## src/rtl/operand_fetch_unit.sv

```systemverilog
// Operand fetch for an 8-entry register file with a RAW/WAW pending-destination scoreboard.
// Define OPERAND_FETCH_WB_BYPASS_EN to let a same-cycle writeback release a stalled instruction.
module operand_fetch_unit #(
   parameter int index_width = 3,
   parameter int reg_width   = 32
) (
   input  logic                   clk,
   input  logic                   rstn,
   input  logic                   iss_valid,
   output logic                   iss_ready,
   input  logic [index_width-1:0] iss_rs1,
   input  logic [index_width-1:0] iss_rs2,
   input  logic [index_width-1:0] iss_rd,
   input  logic                   iss_wr,
   output logic                   opd_valid,
   input  logic                   opd_ready,
   output logic [reg_width-1:0]   opd_a,
   output logic [reg_width-1:0]   opd_b,
   output logic [index_width-1:0] opd_rd,
   output logic                   opd_wr,
   input  logic                   wb_valid,
   input  logic [index_width-1:0] wb_rd,
   input  logic [reg_width-1:0]   wb_data,
   output logic                   rf_we,
   output logic [index_width-1:0] rf_op0,
   output logic [index_width-1:0] rf_op1,
   output logic [index_width-1:0] rf_op2,
   output logic [reg_width-1:0]   rf_d,
   input  logic [reg_width-1:0]   rf_s1,
   input  logic [reg_width-1:0]   rf_s2
);

   localparam int n_regs = 1 << index_width;

   typedef enum logic [1:0] {IDLE, FETCH, LOAD, HOLD} state_t;

   state_t                 r_state;
   state_t                 w_state_next;
   logic [n_regs-1:0]      r_sb;
   logic [n_regs-1:0]      w_sb_set;
   logic [n_regs-1:0]      w_sb_clr;
   logic [n_regs-1:0]      w_sb_view;
   logic [index_width-1:0] r_rd;
   logic                   r_wr;
   logic                   w_hazard;
   logic                   w_accept;

   // The file writes on the negedge, so the writeback port is a pure pass-through.
   assign rf_we  = wb_valid && rstn;
   assign rf_op0 = wb_rd;
   assign rf_d   = wb_data;

   // NOTE: every signal written in an always_comb gets a default first; a path that
   // leaves one unassigned infers a latch.
   always_comb begin
      w_sb_clr = '0;
      w_sb_set = '0;
      if (wb_valid)
         w_sb_clr[wb_rd] = 1'b1;
      if (w_accept && iss_wr)
         w_sb_set[iss_rd] = 1'b1;
   end

`ifdef OPERAND_FETCH_WB_BYPASS_EN
   assign w_sb_view = r_sb & ~w_sb_clr;
`else
   assign w_sb_view = r_sb;
`endif

   assign w_hazard = w_sb_view[iss_rs1] | w_sb_view[iss_rs2] | (iss_wr & w_sb_view[iss_rd]);

   always_comb begin
      iss_ready    = rstn && !w_hazard &&
                     ((r_state == IDLE) || ((r_state == HOLD) && opd_ready));
      w_accept     = iss_valid && iss_ready;
      w_state_next = r_state;
      case (r_state)
         IDLE:    if (w_accept) w_state_next = FETCH;
         FETCH:   w_state_next = LOAD;
         LOAD:    w_state_next = HOLD;
         HOLD:    if (opd_ready) w_state_next = w_accept ? FETCH : IDLE;
         default: w_state_next = IDLE;
      endcase
   end

   // NOTE: sequential state is updated with non-blocking assignments so every flop
   // samples pre-edge values regardless of statement order.
   always_ff @(posedge clk or negedge rstn) begin
      if (!rstn)
         r_state <= IDLE;
      else
         r_state <= w_state_next;
   end

   always_ff @(posedge clk or negedge rstn) begin
      if (!rstn) begin
         r_sb      <= '0;
         r_rd      <= '0;
         r_wr      <= 1'b0;
         rf_op1    <= '0;
         rf_op2    <= '0;
         opd_valid <= 1'b0;
         opd_a     <= '0;
         opd_b     <= '0;
         opd_rd    <= '0;
         opd_wr    <= 1'b0;
      end else begin
         // Set after clear: a new pending write outranks a writeback to the same index.
         r_sb <= (r_sb & ~w_sb_clr) | w_sb_set;
         if (w_accept) begin
            rf_op1 <= iss_rs1;
            rf_op2 <= iss_rs2;
            r_rd   <= iss_rd;
            r_wr   <= iss_wr;
         end
         if (r_state == LOAD) begin
            opd_a     <= rf_s1;
            opd_b     <= rf_s2;
            opd_rd    <= r_rd;
            opd_wr    <= r_wr;
            opd_valid <= 1'b1;
         end else if ((r_state == HOLD) && opd_ready) begin
            opd_valid <= 1'b0;
         end
      end
   end

endmodule

```

## config.mk

```make
export PLATFORM = sky130hd
export DESIGN_NAME = operand_fetch_unit
export DESIGN_NICKNAME = d
export VERILOG_FILES = /design/src/rtl/operand_fetch_unit.sv
export SDC_FILE = /design/constraint.sdc
export NUM_CORES = 1
export LEC_CHECK = 0
export BUFFER_PORTS_ARGS = -buffer_cell sky130_fd_sc_hd__buf_2
export CORE_UTILIZATION = 25
export DETAILED_ROUTE_END_ITERATION = 7
export SETUP_SLACK_MARGIN = 0.2
export SYNTH_ARGS = -nofsm -noshare
export SYNTH_HDL_FRONTEND = slang
export SYNTH_SLANG_ARGS = --single-unit
```

## constraint.sdc

```tcl
create_clock -name clk -period 2.1 [get_ports clk]
set_input_delay 0.105 -clock clk [delete_from_list [all_inputs] [get_ports clk]]
set_output_delay 0.105 -clock clk [all_outputs]
set_load 0.01 [all_outputs]
```

==> results.txt <==
----------------------------------------------------
[Drt]
  Number of optimization iterations in the first detailed-route pass ... 4
  Number of nets still failing antenna checks after routing ... 0
  DRC errors left ... 0
  Routed length per placed instance ... 14.2 microns
  Average vias per placed instance ... 4.29
  DRC violation total after the first TritonRoute iteration ... 79
  Final wirelength ... 10.1 mm
  Vias ... 3050

[Synthesis]
  Cell area after technology mapping ... 0.00399 sq mm
  Top area cells in the synthesized netlist ... sky130_fd_sc_hd__dfrtp_1 56%, sky130_fd_sc_hd__mux2_2 21%, sky130_fd_sc_hd__buf_4 7.0%
  Most frequent cell after synthesis ... sky130_fd_sc_hd__dfrtp_1
  Top_reg_cell synth ... sky130_fd_sc_hd__dfrtp_1
  Synthesized Nets ... 400
  Number of enable flip-flop cells after synthesis ... 0
  Biggest area consumer among synthesized cells ... sky130_fd_sc_hd__dfrtp_1
  Synth Register Bits ... 89
  Share of flip-flops with an asynchronous set or reset after synthesis ... 100%
  Mean instance size in the synthesized netlist ... 14.1 sq um
  Number of synthesis warnings ... 0
  Sequential cell area fraction in the yosys report ... 55.8%
  Unique masters post-synth ... 37
  Share of the synthesized area in the top cell type ... 55.8%
  Post-synthesis cell count ... 282
  Most common library cells after synthesis ... 89 x sky130_fd_sc_hd__dfrtp_1, 76 x sky130_fd_sc_hd__mux2_2, 37 x sky130_fd_sc_hd__buf_4

[Critical path]
  Worst path cell trace ... mux4_2 > a22o_1 > a2111oi_4 > and3_4 > buf_6 > o22ai_2 > mux2_4
  Critical path's top delay family ... multiplexers
  Buffering stage count on the worst path with inverters included ... 1
  Worst Path Class, Setup ... flop to flop
  Reg-to-reg critical path endpoint ... r_state[1]
  Launching point of the worst reg2reg path ... r_sb[6]
  Crit path DAT ... 2420 ps
  Path length in cells of the critical path ... 7
  Length in cells of the worst reg-to-reg path ... 7
  Crit start category ... flop
  Peak fanout along the critical path ... 4
  Required time of the critical path ... 2320 ps
  CP endpoint ... r_state[1]
  Setup slack, reg-to-reg ... -100 ps
  Capturing element type of the critical path ... flop
  Slowest-stage cell, CP ... sky130_fd_sc_hd__mux4_2
  Launch point of the worst path ... r_sb[6]
  Delay of the slowest critical-path stage ... 470 ps

[Place]
  Final GP Congestion ... 0.793
  Count of buffers from port buffering ... 161
  Cell area reported after detailed placement ... 0.00496 sq mm
  Worst-case setup slack after placement ... -133 ps
  Post-DP HPWL ... 6.94 mm

[Status]
  Violated checks ... setup timing
  Status ... finished, violations left

[Finish]
  Post-layout nets ... 613
  Final antenna diode count ... 0
  Core occupancy in the finished layout ... 39.7%
  Layout cell share with drive strength beyond 1 ... 59.2%
  Finished Cell Area ... 0.00610 sq mm
  Layout Area Growth over Synthesis ... 52.9%

[Floorplanning]
  Width of the die ... 128 microns
  Die footprint ... 0.0165 sq mm
  Area of the core ... 0.0154 sq mm
  Top-level I/O count ... 226
  Starting density of the core ... 26.0%
  Die span in y ... 128 microns
  Row count ... 45

[Timing]
  Number of max-slew violations in the final report ... 0
  Max frequency ... 0.454 GHz
  Actual transition at the worst max-transition pin ... 686 ps
  Setup WS post-layout ... -102 ps
  Count of final setup violators ... 20
  Setup repair after global routing missed its margin ... yes
  Final TNS setup ... -1190 ps
  Relative slew margins ... 54.3%
  Final worst clock skew ... 8.89 ps
  Tcrit/Tclk final ... 105%
  Worst slack on hold paths ... 50.9 ps
  Post-route minimum period ... 2200 ps
  Number of failing hold endpoints at the final stage ... 0

[Job]
  MaxCap Viol Count ... 0

[Global routing]
  Total global routing overflow ... 0
  Antenna violations before repair ... 0
  Number of global-route vias before repair ... 3178
  Pin count of the biggest net entering global routing ... 55
  Total GRT Usage ... 12.3%
  First-pass GRT wire length ... 15.5 mm

[Pwr]
  Static power due to leakage ... 0.00286 uW
  Pwr per Cell Area ... 1420 mW/mm^2
  Peak supply drop ... 0.602 mV

[CTS]
  Clock insertion delay at the later pin of the skew report ... 340 ps
  Number of H-tree branching levels ... 3
  Clock tree from TritonCTS ... built
  CTS buffer count ... 9
  Clock root buffer ... sky130_fd_sc_hd__clkbuf_16
  Sinks on Clock Net ... 89
  Maximum number of buffers from clock root to sink ... 2
  Clock transition time at the flip-flop clock pins of the worst setup and hold paths ... 60 ps

[Hold path]
  Worst Hold Depth ... 2
  Worst hold-check path type ... input pin to flop

----------------------------------------------------
## flip-flops by register name, summed over array words and instances, names as in the netlist
| signal | flops |
|---|---|
| opd_a | 32 |
| opd_b | 32 |
| opd_rd | 3 |
| opd_valid | 1 |
| opd_wr | 1 |
| r_rd | 3 |
| r_sb | 8 |
| r_state | 2 |
| r_wr | 1 |
| rf_op1 | 3 |
| rf_op2 | 3 |
## stage by stage
step	total power, uW	instances
floorplan	5120	282
global placement	6370	627
detailed placement	6510	627
CTS	8710	708
global route	9210	711
finish	8680	711
## cell families after synthesis
logic type,synth area share (%)
multiplexers,26.5
flip-flops,55.8
buffers and inverters,8.84
AND/OR/NAND/NOR,3.42
AO/OA/AOI/OAI,4.14
adder cells (fa/ha/maj),1.25
## final cells by class
| type | instances | area, sq um |
|---|---|---|
| fill | 1475 | 9270 |
| sequential | 89 | 2230 |
| timing repair buffer | 249 | 1670 |
| multi-input combinational | 138 | 1530 |
| tap | 211 | 264 |
| clock buffer | 11 | 253 |
| clock inverter | 5 | 125 |
| inverter | 8 | 30.0 |
## timing repair
item / in CTS / in global routing
buffers inserted: 0 / 3
pin swaps: 3 / 3
hold endpoints to repair: 99 / 0
resized for setup: 9 / 9
endpoints found under the setup margin: 21 / 21
hold buffers: 65 / 0
## power by group
part | switching (uW) | internal (uW)
clock | 665 | 1350
combinational | 1610 | 2070
sequential | 421 | 2560
## how the worst min path moves through the flow
stage,from,to,slack [ps]
after floorplan,rstn,opd_a[0],-190
after global placement,rstn,r_wr,190
after detailed placement,rstn,rf_op2[2],200
after CTS,iss_rs2[2],rf_op2[2],30
after global routing,iss_rs2[2],rf_op2[2],40
final,iss_rs2[2],rf_op2[2],50
## cell usage in the layout (no fill, tap or decap), types with 3 or more instances in the layout
cell	n
sky130_fd_sc_hd__a32o_1	3
sky130_fd_sc_hd__nand2b_1	3
sky130_fd_sc_hd__dfrtp_1	89
sky130_fd_sc_hd__dlygate4sd3_1	65
sky130_fd_sc_hd__buf_4	20
sky130_fd_sc_hd__o21ai_0	4
sky130_fd_sc_hd__mux2_2	69
sky130_fd_sc_hd__bufinv_16	4
sky130_fd_sc_hd__inv_1	8
sky130_fd_sc_hd__nand2_1	5
sky130_fd_sc_hd__mux2i_1	6
sky130_fd_sc_hd__buf_2	160
sky130_fd_sc_hd__mux4_2	3
sky130_fd_sc_hd__clkbuf_16	9
sky130_fd_sc_hd__mux2_4	11
sky130_fd_sc_hd__buf_12	3
## metal layers
layer | share of wire [%] | global-route usage, % | wire, microns
met4 | 2.4 | 7.06 | 242
met5 | 0 | 0 | 0
met3 | 5.3 | 3.41 | 533
met1 | 40 | 13.9 | 4060
met2 | 52 | 20.9 | 5260
(Power assumes the default switching activity.)
